<file path="config.mk">
export PLATFORM = sky130hd
export DESIGN_NAME = huff_stream_decoder
export DESIGN_NICKNAME = d
export VERILOG_FILES = /design/src/rtl/huff_stream_decoder.sv
export SDC_FILE = /design/constraint.sdc
export NUM_CORES = 1
export LEC_CHECK = 0
export ABC_AREA = 1
export CORE_MARGIN = 2
export CORE_UTILIZATION = 43
export DETAILED_ROUTE_END_ITERATION = 16
export PLACE_DENSITY = 0.69
export REMOVE_ABC_BUFFERS = 1
export SLEW_MARGIN = 20
export SYNTH_ARGS = -nofsm -noshare
export SYNTH_HDL_FRONTEND = slang
export SYNTH_SLANG_ARGS = --single-unit
</file>
<file path="constraint.sdc">
create_clock -name clk -period 3.45 [get_ports clk]
set_clock_uncertainty 0.05 [all_clocks]
set_input_delay 0.69 -clock clk [delete_from_list [all_inputs] [get_ports clk]]
set_output_delay 0.69 -clock clk [all_outputs]
set_load 0.01 [all_outputs]
</file>
<file path="src/rtl/huff_stream_decoder.sv">
// rtl/huff_stream_decoder.sv - serial prefix-code decoder with loadable code table
// Optional feature: define HUFF_ERR_CNT_EN to add the saturating err_count output.
module huff_stream_decoder #(
    parameter int SYM_W   = 3,
    parameter int MAX_LEN = 4,
    parameter int LEN_W   = 3
) (
    input  logic               clk,
    input  logic               reset,
    input  logic               bit_in,
    input  logic               bit_valid,
    input  logic               tbl_we,
    input  logic [SYM_W-1:0]   tbl_addr,
    input  logic [LEN_W-1:0]   tbl_len,
    input  logic [MAX_LEN-1:0] tbl_code,
    output logic [SYM_W-1:0]   sym_out,
    output logic               sym_valid,
    output logic               err,
    output logic [15:0]        sym_count
`ifdef HUFF_ERR_CNT_EN
    ,
    output logic [7:0]         err_count
`endif
);

    localparam int NUM_SYM = 1 << SYM_W;

    generate
        if (MAX_LEN < SYM_W) begin : g_bad_max_len
            $error("huff_stream_decoder: MAX_LEN must be >= SYM_W");
        end
        if ((1 << LEN_W) <= MAX_LEN) begin : g_bad_len_w
            $error("huff_stream_decoder: LEN_W too narrow to hold MAX_LEN");
        end
    endgenerate

    logic [LEN_W-1:0]   tbl_len_q  [NUM_SYM];
    logic [MAX_LEN-1:0] tbl_code_q [NUM_SYM];

    logic [MAX_LEN-1:0] acc;
    logic [LEN_W-1:0]   cnt;

    logic [MAX_LEN-1:0] nacc;
    logic [LEN_W-1:0]   ncnt;
    logic [MAX_LEN-1:0] mask;
    logic               hit;
    logic [SYM_W-1:0]   hit_idx;
    logic               full;
    logic               err_set;

    always_comb begin
        ncnt    = cnt + LEN_W'(1);
        nacc    = (acc << 1) | MAX_LEN'(bit_in);
        mask    = '0;
        hit     = 1'b0;
        hit_idx = '0;
        for (int b = 0; b < MAX_LEN; b++) begin
            mask[b] = (b < int'(ncnt));
        end
        // Scan downwards so the lowest matching index is the one left standing.
        for (int i = NUM_SYM - 1; i >= 0; i--) begin
            if ((tbl_len_q[i] == ncnt) && (tbl_len_q[i] != '0) &&
                (((tbl_code_q[i] ^ nacc) & mask) == '0)) begin
                hit     = 1'b1;
                hit_idx = SYM_W'(i);
            end
        end
        full    = (ncnt == LEN_W'(MAX_LEN));
        err_set = bit_valid && !hit && full;
    end

    // Table updates land at the edge, so a same-cycle bit still sees the old entry.
    always_ff @(posedge clk or posedge reset) begin
        if (reset) begin
            for (int i = 0; i < NUM_SYM; i++) begin
                tbl_len_q[i]  <= LEN_W'(SYM_W);
                tbl_code_q[i] <= MAX_LEN'(i);
            end
        end else if (tbl_we) begin
            tbl_len_q[tbl_addr]  <= tbl_len;
            tbl_code_q[tbl_addr] <= tbl_code;
        end
    end

    always_ff @(posedge clk or posedge reset) begin
        if (reset) begin
            acc       <= '0;
            cnt       <= '0;
            sym_out   <= '0;
            sym_valid <= 1'b0;
            err       <= 1'b0;
            sym_count <= '0;
        end else begin
            sym_valid <= 1'b0;
            err       <= 1'b0;
            if (bit_valid) begin
                if (hit) begin
                    sym_out   <= hit_idx;
                    sym_valid <= 1'b1;
                    acc       <= '0;
                    cnt       <= '0;
                    if (sym_count != 16'hFFFF) begin
                        sym_count <= sym_count + 16'd1;
                    end
                end else if (full) begin
                    err <= 1'b1;
                    acc <= '0;
                    cnt <= '0;
                end else begin
                    acc <= nacc;
                    cnt <= ncnt;
                end
            end
        end
    end

`ifdef HUFF_ERR_CNT_EN
    always_ff @(posedge clk or posedge reset) begin
        if (reset) begin
            err_count <= '0;
        end else if (err_set && (err_count != 8'hFF)) begin
            err_count <= err_count + 8'd1;
        end
    end
`endif

endmodule

</file>
; Word-level counts from Yosys, hierarchy flattened
; Index checks and enable logic that the tools add are counted.
[word_totals]
register_bits = 83
out_inout_bits = 21
inputBits = 15
[op_classes]
eq_ne = 10
mux = 31
bitwise = 18
n_lt_le_gt_ge = 6
n_reduce_logical = 35
addsub = 2
[ops]
columns = cell, n
row1 = 2-to-1 mux 3 bit, 13
row2 = AND 4 bit, 8
row3 = bitwise mux 32 bit, 1
row4 = logical NOT 4 bit, 8
row5 = XOR 4 bit, 8
row6 = bitwise mux 24 bit, 1
row7 = == test 3 bit, 8
row8 = nonzero test 3 bit, 8
row9 = logical AND 1 bit, 17
row10 = "adder 16 x 1 -> 16 bit, second input constant", 1
row11 = "inequality test 16 bit, second input constant", 1
row12 = 2-to-1 mux 1 bit, 13
row13 = demux 4 bit (select 3 bit), 1
row14 = demux 3 bit (select 3 bit), 1
row15 = "< comparator 1 x 3 -> 1 bit, first input constant", 2
row16 = "< comparator 2 x 3 -> 1 bit, first input constant", 2
row17 = ">= comparator 4 bit, second input constant", 1
row18 = "< comparator 4 x 1 -> 1 bit, second input constant", 1
row19 = 2-to-1 mux 4 bit, 1
row20 = NOT 3 -> 4 bit, 1
row21 = OR 4 x 1 -> 4 bit, 1
row22 = "adder 3 x 1 -> 3 bit, second input constant", 1
row23 = "== test 3 bit, second input constant", 1
row24 = AND reduction 3 bit, 1
row25 = AND reduction 2 bit, 1

; Longest topological paths before layout
[logic_depth]
ltp_word = 15
depth_mapped = 18
mapped_depth_nobuf = 17

; Least setup slack after synthesis
; OpenSTA, ideal clock, no wires.
[synth_path]
kind = reg2reg
startpoint = reg cnt[0]
endpoint = reg sym_count[11]
required_ns = 3.282
synth_period_minus_slack_ns = 2.055
arrival_ns = 1.887
stages_incl_launch_ff = 15
path_buffers = 2
path_slack_ns = 1.395
cell_sequence = dfrtp_1 ha_1 buf_4 xor2_1 nor2_1 nand2_1 nor2_1 nand3_2 nand2_1 nor2_4 nand2_2 nand3_4 buf_6 nand2_1 o21ai_2
[synth_between]
elab_chain_cells = 14
[synth_lines]
columns = item, line
row1 = start: declaration, 41  ; logic [LEN_W-1:0] cnt;
row2 = start signal: assignment, 111  ; cnt <= ncnt;
row3 = adder 3 x 1 -> 3 bit (*), 52  ; ncnt = cnt + LEN_W'(1);
row4 = < comparator 1 x 3 -> 1 bit or < comparator 2 x 3 -> 1 bit (tied branches), 58  ; mask[b] = (b < int'(ncnt));
row5 = AND 4 bit, 63  ; (((tbl_code_q[i] ^ nacc) & mask) == '0)) begin
row6 = logical NOT 4 bit, 63
row7 = logical AND 1 bit, 62  ; if ((tbl_len_q[i] == ncnt) && (tbl_len_q[i] != '0) &&
row8 = 2-to-1 mux 1 bit (7 in a row), 62
row9 = 2-to-1 mux 1 bit (*), 62
row10 = AND reduction 3 bit (no source line) (*), n/a
row11 = end signal: assignment, 103  ; sym_count <= sym_count + 16'd1;
row12 = end: declaration, 19  ; output logic [15:0] sym_count
; Every way passes the cells marked *; elsewhere a longest branch is shown, timed or not.
; A chain may end at the register's enable or synchronous reset.

; Worst setup path in the final report
[layout_path]
startpoint = reg cnt[0]
endpoint = reg sym_count[1]
; Same word-level chain as after synthesis.

==> flow_summary.yaml <==
logic_synthesis:
  synth_xor_xnor_area_share_pct: 9.055
  ys_seq_area_share_pct: 44.56
  synth_top_family_by_area: "simple AND/OR/NAND/NOR gates"
  postSynthCellCount: 619
  synth_edf_count: 0
  synthArstFlopShare_pct: 100.0
  synth_top_flop_cell: "dfrtp_1"
  synth-seq-cells: 83
  synth_compound_area_share_pct: 9.820
  muxShareOfSynthArea_pct: 0
  syn_area_um2: 4740
  synth_warnings: 0
  synthAdderAreaFrac_pct: 0.7920
  postSynthAreaPerCell_um2: 7.657
  synth.distinct_cells: 29
  synth-simple-area-share_pct: 27.67
sta:
  relSlewSlack_pct: 63.45
  tns_ns: 0
  whs_ns: 0.4361
  finalHoldViolCount: 0
  fin_crit_ns: 2.858
  worst_slew_pin_slew_ns: 0.5469
  worst_slack_ns: 0.5918
  slew_viol_final: 0
  fmax_mhz: 349.9
  timing.final.crit_share_pct: 82.85
  finalSetupViolations: 0
  rsz0062_at_grt: "no"
place:
  io_buffers: 35
  place_congestion: 0.8511
  place_hpwl_um: 7609
  dp_slack_ns: 0.4738
global_routing:
  grt_max_degree: 84
  grt_overflow_total: 0
  grt_antenna_before_repair: 0
  grt_pass1_vias: 3822
  grt_usage_pct: 19.81
  grt_pass1_wl_um: 18170
clocking:
  clock-root-buffer: "clkbuf_8"
  post_cts.repair.setup_buffers: 0
  clock_latency_ns: 0.36
  tritoncts.num_buffers: 9
  max-clock-path-buffers: 2
  ctsHoldBuffers: 0
  cts_num_sinks: 83
  cts_tree: "built"
  cts_resized: 0
  cts.htree.levels: 3
  path_clk_slew_ns: 0.08
cells_and_area:
  utilization_pct: 49.76
  syn_to_final_growth_pct: 13.31
  nNetsFinal: 668
  layout-drive-gt1-share_pct: 12.52
  antenna_cells: 0
drt:
  drt_wl_total_um: 10700
  avgRoutedWirePerCell_um: 13.45
  drc_errors: 0
  final_antenna_net_count: 0
  via_per_inst: 4.881
  drt_iter0_drc: 203
  num_vias: 3880
  dr.pass1.iters: 5
setup_path:
  cp_max_fo: 31
  cp.depth: 15
  cp.arrival_ns: 3.04
  slowest_delay_ns: 0.35
  end_kind: "flip-flop"
  startpoint: "cnt[0]$_DFFE_PP0P_"
  cpMaxStageDelayCell: "dfrtp_1"
  crit_chain: "buf_4, ha_1, inv_1, nand2_1, nand2_2, nand2_1, nand3_1, nor2_1, nand2_1, nand2_1, nor2_4, nand2_2, nand3_4, nand2_1, o21ai_2"
  timing.critical_path.mode_cell: "nand2_1"
  ff2ff_path_depth: 15
  crit_family: "simple AND/OR/NAND/NOR gates"
  crit_path_start_kind: "flip-flop"
  crit_required_ns: 3.64
  critical_path_buf_inv_count: 2
  critPathKind: "flip-flop to flip-flop"
  worstReg2RegStart: "cnt[0]$_DFFE_PP0P_"
power_and_ir_drop:
  p_comb_share_pct: 44.5
  p_int_mw: 2.138
  switchingPower_mw: 1.622
  swShare_pct: 43.14
  powerDensity_nw_per_um2: 700.3
  pwr-share-clk_pct: 17.7
  power_frac_seq_pct: 37.9
  p_leak_nw: 2.583
  ir_worst_vdd_uv: 487.2
worst_hold_path:
  whs_path_depth: 2
  min_from: "sym_out[0]$_DFFE_PP0P_"
  hold_class: "flip-flop to flip-flop"
floorplan:
  core_area_um2: 10790
  ioPinCount: 36
  dieArea_um2: 11880
  std_cell_rows: 38
  die_w_um: 109.0
  start_util_pct: 43.91
  die_h_um: 109.0
run_status:
  outcome: "finished clean"
job:
  maxCapViolCount: 0
[layout make-up]
type / count / area, µm²
Sequential cell: 83 / 2112
Tap cell: 140 / 175.2
Clock inverter: 2 / 10.01
Multi-Input combinational cell: 447 / 2243
Timing Repair Buffer: 39 / 392.9
Clock buffer: 14 / 172.7
Fill cell: 1061 / 5423
Inverter: 70 / 264.0
[final timing paths]
kind,end,slack [ns]
worst max-delay path,sym_count[1]$_DFFE_PP0P_,0.59
worst min-delay path,sym_out[0]$_DFFE_PP0P_,0.44
worst max register to register,sym_count[1]$_DFFE_PP0P_,0.59
worst min register to register,sym_out[0]$_DFFE_PP0P_,0.44
max in group asynchronous,tbl_len_q[16]$_DFFE_PP1P_,2.29
min in group asynchronous,tbl_code_q[9]$_DFFE_PP0P_,0.69
[per-stage QoR]
step           power [mW]  std cells  area, µm²
2_1_floorplan       2.602        600       4618
3_3_place_gp        3.057        779       5187
3_5_place_dp        3.103        779       5187
4_1_cts             3.768        795       5370
5_1_grt             4.085        795       5370
6_report            3.760        795       5370
[synth_stat cells, types with 2 or more instances]
cell type / number / area share, %
nor3_1: 8 / 0.84
inv_1: 69 / 5.5
ha_1: 3 / 0.79
nand3_2: 3 / 0.63
nor2_1: 52 / 4.1
or2_2: 2 / 0.26
nor2_4: 2 / 0.48
buf_6: 5 / 1.2
a21oi_1: 11 / 1.2
clkbuf_1: 8 / 0.63
o21ai_0: 51 / 5.4
buf_4: 2 / 0.32
o21ai_2: 15 / 2.8
xor2_1: 37 / 6.8
dfrtp_1: 55 / 29
xnor2_1: 12 / 2.2
nand3_1: 23 / 2.4
nand2_1: 211 / 17
nand4_1: 2 / 0.26
nand2_2: 9 / 1.2
dfstp_2: 28 / 16
buf_2: 4 / 0.42
[worst reg2reg max path: stages, from the launching register on]
cell     delay (ns)
dfrtp_1        0.35
buf_4          0.23
ha_1           0.23
inv_1          0.07
nand2_1        0.07
nand2_2        0.24
nand2_1        0.16
nand3_1        0.11
nor2_1         0.20
nand2_1        0.13
nand2_1        0.13
nor2_4         0.05
nand2_2        0.08
nand3_4        0.34
nand2_1        0.22
o21ai_2        0.07
[cells in the final DEF (no fill, tap or decap), types with 2 or more instances in the layout]
cell type	n
nand3_2	3
clkdlybuf4s50_1	35
clkbuf_1	2
xor2_1	37
xnor2_1	12
nand2_2	9
clkbuf_8	12
o21ai_0	51
dfrtp_1	55
clkinv_2	3
nand3_1	23
inv_1	68
nand2_1	211
nor3_1	8
buf_4	3
dfstp_2	28
ha_1	3
nor2_4	2
nand4_1	2
a21oi_1	11
nor2_1	52
o21ai_2	15
or2_2	2
[routing by layer]
| layer | global-route usage, % | share of wire [%] |
|---|---|---|
| met1 | 26.83 | 48 |
| met2 | 30.79 | 46 |
| met3 | 4.005 | 3.8 |
| met5 | 0 | 0 |
| met4 | 8.516 | 2.3 |
[registers in the layout, summed over array words and instances, names as in the netlist]
name / count
tbl_code_q: 32
tbl_len_q: 24
sym_count: 16
acc: 3
cnt: 3
sym_out: 3
err: 1
sym_valid: 1
[power by group through the flow]
stage | Sequential [mW] | Clock [mW] | Combinational (mW)
floorplan | 1.42 | 0 | 1.19
global placement | 1.43 | 0 | 1.62
detailed placement | 1.44 | 0 | 1.66
CTS | 1.42 | 0.678 | 1.67
global route | 1.45 | 0.726 | 1.91
finish | 1.42 | 0.665 | 1.67
[cell families (layout without fill, tap and decap cells)]
kind of cell / count (synthesis) / count (layout)
fa+ha+maj: 3 / 3
buf+inv: 89 / 125
compound gates: 80 / 80
flops: 83 / 83
simple gates: 315 / 315
xor+xnor: 49 / 49
Power figures use the tool's default switching activity.
